### config.mk
export PLATFORM = sky130hd
export DESIGN_NAME = muldiv_seq
export DESIGN_NICKNAME = d
export VERILOG_FILES = /design/src/rtl/muldiv_seq.sv
export SDC_FILE = /design/constraint.sdc
export NUM_CORES = 1
export LEC_CHECK = 0
export CORE_UTILIZATION = 39
export CTS_CLUSTER_SIZE = 8
export DETAILED_ROUTE_END_ITERATION = 16
export REMOVE_ABC_BUFFERS = 1
export SKIP_CTS_REPAIR_TIMING = 1
export SLEW_MARGIN = 20
export SYNTH_ARGS = -nofsm -noshare
export SYNTH_HDL_FRONTEND = slang
export SYNTH_SLANG_ARGS = --single-unit
export TNS_END_PERCENT = 30
### constraint.sdc
create_clock -name clk_i -period 3.6 [get_ports clk_i]
set_input_delay 1.08 -clock clk_i [delete_from_list [all_inputs] [get_ports clk_i]]
set_output_delay 1.08 -clock clk_i [all_outputs]
set_load 0.02 [all_outputs]
### src/rtl/muldiv_seq.sv
// Sequential radix-2 multiplier/divider: one result bit per cycle, sign fix-up in a final FIX cycle.
// Optional MULDIV_DIV0_EN: fast divide-by-zero completion with a sticky-until-next-op div0_o flag.
module muldiv_seq #(
    parameter int WIDTH = 32
) (
    input  logic             clk_i,
    input  logic             rst_i,
    input  logic             start_i,
    input  logic [1:0]       op_i,
    input  logic [WIDTH-1:0] a_i,
    input  logic [WIDTH-1:0] b_i,
    output logic             busy_o,
    output logic             done_o,
    output logic [WIDTH-1:0] hi_o,
    output logic [WIDTH-1:0] lo_o
`ifdef MULDIV_DIV0_EN
    ,
    output logic             div0_o
`endif
);

    typedef enum logic [1:0] {
        S_IDLE = 2'd0,
        S_CALC = 2'd1,
        S_FIX  = 2'd2
    } state_e;

    localparam int CW = $clog2(WIDTH);
    localparam logic [CW-1:0] CNT_LAST = CW'(WIDTH - 1);

    state_e            state_q, state_d;
    logic [CW-1:0]     cnt_q, cnt_d;
    logic [WIDTH-1:0]  acc_q, acc_d;      // product high half / partial remainder
    logic [WIDTH-1:0]  sh_q, sh_d;        // multiplier bits / quotient bits
    logic [WIDTH-1:0]  bmag_q, bmag_d;
    logic              is_div_q, is_div_d;
    logic              neg_res_q, neg_res_d;
    logic              neg_rem_q, neg_rem_d;
    logic              busy_q, busy_d;
    logic              done_q, done_d;
    logic [WIDTH-1:0]  hi_q, hi_d;
    logic [WIDTH-1:0]  lo_q, lo_d;
`ifdef MULDIV_DIV0_EN
    logic              zdiv_q, zdiv_d;
    logic              div0_q, div0_d;
`endif

    logic              a_neg_s, b_neg_s;
    logic [WIDTH-1:0]  a_mag_s, b_mag_s;
    logic [WIDTH:0]    mul_sum_s;
    logic [WIDTH:0]    div_shift_s;
    logic              div_ge_s;
    logic [2*WIDTH-1:0] prod_s, prod_neg_s;

    // Operand magnitudes and per-cycle datapath terms
    always_comb begin
        a_neg_s     = ~op_i[0] & a_i[WIDTH-1];
        b_neg_s     = ~op_i[0] & b_i[WIDTH-1];
        a_mag_s     = a_neg_s ? (-a_i) : a_i;
        b_mag_s     = b_neg_s ? (-b_i) : b_i;
        if (sh_q[0]) begin
            mul_sum_s = {1'b0, acc_q} + {1'b0, bmag_q};
        end else begin
            mul_sum_s = {1'b0, acc_q};
        end
        div_shift_s = {acc_q, sh_q[WIDTH-1]};
        div_ge_s    = (div_shift_s >= {1'b0, bmag_q});
        prod_s      = {acc_q, sh_q};
        prod_neg_s  = -prod_s;
    end

    // Next-state, datapath and result logic
    always_comb begin
        state_d   = state_q;
        cnt_d     = cnt_q;
        acc_d     = acc_q;
        sh_d      = sh_q;
        bmag_d    = bmag_q;
        is_div_d  = is_div_q;
        neg_res_d = neg_res_q;
        neg_rem_d = neg_rem_q;
        done_d    = 1'b0;
        hi_d      = hi_q;
        lo_d      = lo_q;
`ifdef MULDIV_DIV0_EN
        zdiv_d    = zdiv_q;
        div0_d    = div0_q;
`endif
        case (state_q)
            S_IDLE: begin
                if (start_i) begin
                    is_div_d  = op_i[1];
                    neg_res_d = a_neg_s ^ b_neg_s;
                    neg_rem_d = a_neg_s;
                    acc_d     = '0;
                    sh_d      = a_mag_s;
                    bmag_d    = b_mag_s;
                    cnt_d     = '0;
                    state_d   = S_CALC;
`ifdef MULDIV_DIV0_EN
                    // Zero divisor skips CALC; keep the raw dividend for hi_o
                    if (op_i[1] && (b_i == '0)) begin
                        zdiv_d  = 1'b1;
                        sh_d    = a_i;
                        state_d = S_FIX;
                    end else begin
                        zdiv_d  = 1'b0;
                    end
`endif
                end else begin
                    state_d = S_IDLE;
                end
            end
            S_CALC: begin
                if (is_div_q) begin
                    acc_d = div_ge_s ? (div_shift_s[WIDTH-1:0] - bmag_q) : div_shift_s[WIDTH-1:0];
                    sh_d  = {sh_q[WIDTH-2:0], div_ge_s};
                end else begin
                    acc_d = mul_sum_s[WIDTH:1];
                    sh_d  = {mul_sum_s[0], sh_q[WIDTH-1:1]};
                end
                if (cnt_q == CNT_LAST) begin
                    cnt_d   = '0;
                    state_d = S_FIX;
                end else begin
                    cnt_d   = cnt_q + CW'(1);
                end
            end
            S_FIX: begin
                state_d = S_IDLE;
                done_d  = 1'b1;
                if (is_div_q) begin
                    lo_d = neg_res_q ? (-sh_q) : sh_q;
                    hi_d = neg_rem_q ? (-acc_q) : acc_q;
                end else begin
                    {hi_d, lo_d} = neg_res_q ? prod_neg_s : prod_s;
                end
`ifdef MULDIV_DIV0_EN
                div0_d = zdiv_q;
                if (zdiv_q) begin
                    lo_d = '1;
                    hi_d = sh_q;
                end else begin
                    lo_d = lo_d;
                end
`endif
            end
            default: begin
                state_d = S_IDLE;
                cnt_d   = '0;
            end
        endcase
        busy_d = (state_d != S_IDLE);
    end

    // State and datapath registers with synchronous reset
    always_ff @(posedge clk_i) begin
        if (rst_i) begin
            state_q   <= S_IDLE;
            cnt_q     <= '0;
            acc_q     <= '0;
            sh_q      <= '0;
            bmag_q    <= '0;
            is_div_q  <= 1'b0;
            neg_res_q <= 1'b0;
            neg_rem_q <= 1'b0;
            busy_q    <= 1'b0;
            done_q    <= 1'b0;
            hi_q      <= '0;
            lo_q      <= '0;
`ifdef MULDIV_DIV0_EN
            zdiv_q    <= 1'b0;
            div0_q    <= 1'b0;
`endif
        end else begin
            state_q   <= state_d;
            cnt_q     <= cnt_d;
            acc_q     <= acc_d;
            sh_q      <= sh_d;
            bmag_q    <= bmag_d;
            is_div_q  <= is_div_d;
            neg_res_q <= neg_res_d;
            neg_rem_q <= neg_rem_d;
            busy_q    <= busy_d;
            done_q    <= done_d;
            hi_q      <= hi_d;
            lo_q      <= lo_d;
`ifdef MULDIV_DIV0_EN
            zdiv_q    <= zdiv_d;
            div0_q    <= div0_d;
`endif
        end
    end

    assign busy_o = busy_q;
    assign done_o = done_q;
    assign hi_o   = hi_q;
    assign lo_o   = lo_q;
`ifdef MULDIV_DIV0_EN
    assign div0_o = div0_q;
`endif

endmodule

======== After elaboration in Yosys (flattened, before gate mapping) ========
Cells that the tools add are included.
operators by class
  equality and inequality tests ........... 4
  order comparisons ....................... 1
  reduce and logical (&&, ||, !) cells .... 6
  shift-type cells ........................ 0
  multiply operators ...................... 0
  add/sub/neg operators ................... 8
  multiplexer cells ....................... 22
  bitwise gates (word level) .............. 5
  div/mod/pow operators ................... 0
operators with widths
  cell                   count
  $mux W32               11
  $neg A32 Y32           4
  $pmux W32 S2           2
  $mux W64               1
  $neg A64 Y64           1
  $add A32 B32 Y33       1
  $ge A33 B32 Y1         1
  $mux W33               1
  $sub A32 B32 Y32       1
  $pmux W5 S3            1
  $mux W5                2
  $reduce_and A2 Y1      3
  $add A5 B1 Y5 const B  1
  $eq A5 B5 Y1 const B   1
  $pmux W2 S2            1
  $reduce_bool A2 Y1     2
  $and A1 B1 Y1          2
  $eq A2 B1 Y1 const B   1
  $eq A2 B2 Y1 const B   1
  $logic_not A2 Y1       1
  $mux W1                2
  $mux W2                1
  $ne A2 B2 Y1 const B   1
  $not A1 Y1             2
  $xor A1 B1 Y1          1
word-level totals
  bits in read-only memories .............. 0
  bits in writable memories ............... 0
  register bits ........................... 172
  latch bits .............................. 0
  output and inout bits ................... 66
  memories ................................ 0

======== Logic depth before layout (Yosys ltp) ========
  depth after elaboration ................. 5
  mapped depth ............................ 13
  gate-level depth less buffers ........... 13

======== Worst setup path after synthesis ========
Ideal clock, no wire load.
  kind .................................... input-to-reg
  start ................................... input a_i[8]
  end ..................................... register sh_q[29]
  data required time ...................... 3.472 ns
  path slack .............................. 0.370 ns
  arrival ................................. 3.103 ns
  setup time .............................. 0.128 ns
  cell stages on the path ................. 9
  path through ............................ or4_4 or4b_4 nor3_4 nand3_1 nor2_2 a21oi_1 xor2_1 a221oi_1 nor2_1
between the ends
  word-level cells in the longest chain between the ends .. 4
ends and longest elaborated chain
  item                  line  source
  start, declared       10    input logic [WIDTH-1:0] a_i,
  $neg A32 Y32          59    a_mag_s = a_neg_s ? (-a_i) : a_i;
  $mux W32              59
  $mux W32              91    if (start_i) begin
  $pmux W32 S2          89    case (state_q)
  end signal, assigned  162   sh_q <= '0;
  end signal, assigned  179   sh_q <= sh_d;
  end, declared         34    logic [WIDTH-1:0] sh_q, sh_d;
No other way between the ends. The select of a mux whose other input is x is not followed.
A chain may end at the register's enable or synchronous reset.

======== Worst setup path in the final report ========
  start ................................... input a_i[6]
  end ..................................... register sh_q[29]
Same word-level chain as after synthesis.

==> results.ini <==
[setup_path]
rr_endpoint=acc_q[19]
crit_required_ps=3930
r2r_slack_ps=280
end_kind=register
cp.arrival_ps=3680
reg2reg_depth=12
start_kind=primary input
timing.rr.start=bmag_q[0]
worstPathMaxFanout=3
crit_type=primary input to register

[global_route]
grt_pass1_vias=12700
grt_max_degree=89
grt_pass1_wl_mm=70.0
grt_overflow=0
antenna_found_initial=0
grtUsageTotal_pct=25.0

[layout]
layout.nets=2097
seq_area_um2=3440
finalInstanceArea_um2=16500
post-route-util_pct=48.8
diodes=0
area_growth_syn_to_layout_pct=21.7
multiInputGateArea_um2=9400
nFillCells=3379
drive_gt1_share_pct=9.90

[detailed_routing]
firstDrtPassIters=5
ant_nets=0
vias=13700
remaining_drc_errors=0
first_iter_violations=880
wl_per_cell_um=18.5
vias_per_cell=5.67
wirelength_mm=44.7

[synthesis]
synthCells=1806
synth_seq_area_share_pct=25.4
yosysTopAreaCellShare_pct=25.4
synthMuxAreaShare_pct=3.27
synth_top_family_by_area=compound AO/OA/AOI/OAI gates
yosys_warnings=0
synth-compound-area-share_pct=27.7
synthAdderAreaFrac_pct=6.75
postSynthAreaPerCell_um2=7.51
synthFlopType=dfxtp_1
synth.area.top_cells=dfxtp_1, ha_1, xor2_1, nor2_1, a211oi_1
ys_async_sr_fraction_pct=0
synth_edf_count=0
synth-simple-area-share_pct=20.5
synth_area_um2=13600
synth_xor_area_share_pct=10.8
synth_cell_type_count=90
yosys.area.top_type=dfxtp_1
ys_ff_latch=172

[sta]
max_slew_margin_pct=41.0
finalSetupViolCount=0
max_freq_mhz=299
fin_skew_ps=11.1
hold_viol=0
holdWs_ps=452
tightest_slew_ps=884
drv_slew=0
layout_min_cycle_time_ps=3350
period_share_pct=92.9
rsz0062_at_grt=no

[hold_path]
hold_start=hi_o[2]
hold_path_depth=2
hold_class=register to register
hold_end=hi_o[2]

[place]
placed_area_um2=15900
io_buffer_count=134
place.gp.congestion=0.915
dpl.hpwl_mm=34.2

[clock_tree]
cts.sinks=172
cts_tree=yes
htree_levels=4
tritoncts.num_buffers=17
clk_latency_ps=460
root_buffer=clkbuf_16
cts.clk_slew.worst_paths_ps=70
cts_buffer_depth=2

[status]
outcome=complete, no violations

[pwr]
power.density_nw_per_um2=371
ir_drop_uv=371
p_leak_nw=6.34

[die]
die_y_um=189
boundaryPins=135
die_w_um=189
start_util_pct=40.1
core_area_um2=33900
row_count=67
die_area_um2=35500

[run]
maxCapViolations=0

synthesized netlist by cell type, drive strengths merged, types with 14 or more instances:
| cell | n |
|---|---|
| ha | 70 |
| a21oi | 160 |
| a21o | 22 |
| mux2i | 41 |
| nand2 | 190 |
| nor2b | 16 |
| or3 | 17 |
| o211ai | 17 |
| a31oi | 30 |
| buf | 24 |
| xnor2 | 72 |
| o31ai | 22 |
| nor3 | 36 |
| inv | 60 |
| dfxtp | 172 |
| a211oi | 111 |
| nor4 | 14 |
| o21ai | 102 |
| xor2 | 95 |
| nand3 | 25 |
| clkbuf | 99 |
| nor2 | 222 |
registers in the layout, summed over array words and instances (netlist names), 2 cells and up:
signal and flops:
bmag_q 32, lo_o 32, sh_q 32, state_q 2, cnt_q 5, hi_o 32, acc_q 32
cell type report:
cell class	instances	share of cell area, %
Clock buffer	18	2.66
Clock inverter	14	0.992
Inverter	60	1.36
Multi-Input combinational cell	1450	56.9
Sequential cell	172	20.9
Tap cell	448	3.39
Timing Repair Buffer	255	13.8
layer usage:
metal  wire length, um  vias up  share of wire [%]  track usage (%)
met2             20300      411                 45             40.5
li1                  -     6836                  -                -
met3              2480       54                5.5             3.54
met4               979        0                2.2             8.25
met1             21000     6396                 47             33.8
met5                 0        -                  0                0
how the worst max path moves through the flow:
stage	cells after the start	endpoint	from	slack, ps
2_1_floorplan	4	sh_q[29]	start_i	-3120
3_3_place_gp	10	sh_q[29]	a_i[6]	-200
3_5_place_dp	10	sh_q[29]	a_i[6]	-210
4_1_cts	11	acc_q[4]	bmag_q[1]	220
5_1_grt	14	acc_q[27]	bmag_q[0]	110
6_report	10	sh_q[29]	a_i[6]	250
per-stage QoR:
stage | setup WS (ps) | instances | power [W] | setup TNS (ps)
2_1_floorplan | -3120 | 1682 | 0.00349 | -147370
4_1_cts | 216 | 2417 | 0.00614 | 0
3_3_place_gp | -195 | 2385 | 0.00417 | -1170
3_5_place_dp | -207 | 2385 | 0.00418 | -1830
6_report | 254 | 2417 | 0.00614 | 0
5_1_grt | 109 | 2417 | 0.00644 | 0
logic make-up after synthesis:
kind of cell	after synthesis
compound gates	570
xor+xnor	167
mux	44
flops	172
simple gates	597
buf+inv	184
fa+ha+maj	72
critical path, cell delays in order:
cell,delay [ps]
clkdlybuf4s50_1,480
or4_4,530
or4b_4,530
nor3_4,170
nand3_1,180
nor2_2,140
a21oi_1,90
xor2_1,140
a221oi_1,270
nor2_1,60
placed cells by master, fill, tap and decap left out, types with 5 or more instances in the layout:
| cell | synthesis | final |
|---|---|---|
| dfxtp_1 | 172 | 171 |
| o31ai_1 | 22 | 22 |
| a22o_1 | 9 | 9 |
| buf_4 | 1 | 119 |
| or3_1 | 17 | 17 |
| nor3_1 | 33 | 33 |
| xnor2_1 | 72 | 72 |
| nor2_1 | 221 | 217 |
| nand3_1 | 23 | 23 |
| a21oi_1 | 159 | 159 |
| inv_1 | 60 | 60 |
| and3_1 | 12 | 12 |
| o21ai_0 | 100 | 99 |
| nand2_1 | 190 | 190 |
| nor3b_1 | 6 | 6 |
| a211oi_1 | 109 | 109 |
| a22oi_1 | 6 | 6 |
| a21o_1 | 22 | 22 |
| mux2i_1 | 41 | 41 |
| o211ai_1 | 17 | 17 |
| clkdlybuf4s50_1 | 0 | 133 |
| or4_4 | 5 | 5 |
| a31oi_1 | 30 | 30 |
| a221oi_1 | 7 | 7 |
| clkbuf_16 | 0 | 17 |
| nor2b_1 | 16 | 15 |
| o21bai_1 | 6 | 6 |
| nand4_1 | 12 | 12 |
| ha_1 | 70 | 70 |
| or4_1 | 6 | 6 |
| o221ai_1 | 12 | 12 |
| and2_1 | 8 | 8 |
| nand2b_1 | 8 | 8 |
| o41ai_1 | 11 | 11 |
| xor2_1 | 95 | 95 |
| nor4_1 | 12 | 12 |
| o21a_1 | 9 | 9 |
power by group:
group,switching [W],leakage [nW],total [W],internal (W)
clock network,0.000905,0.300,0.00196,0.00106
logic,0.00120,4.64,0.00203,0.000828
registers,0.000143,1.40,0.00215,0.00200
Power figures use the tool's default switching activity.
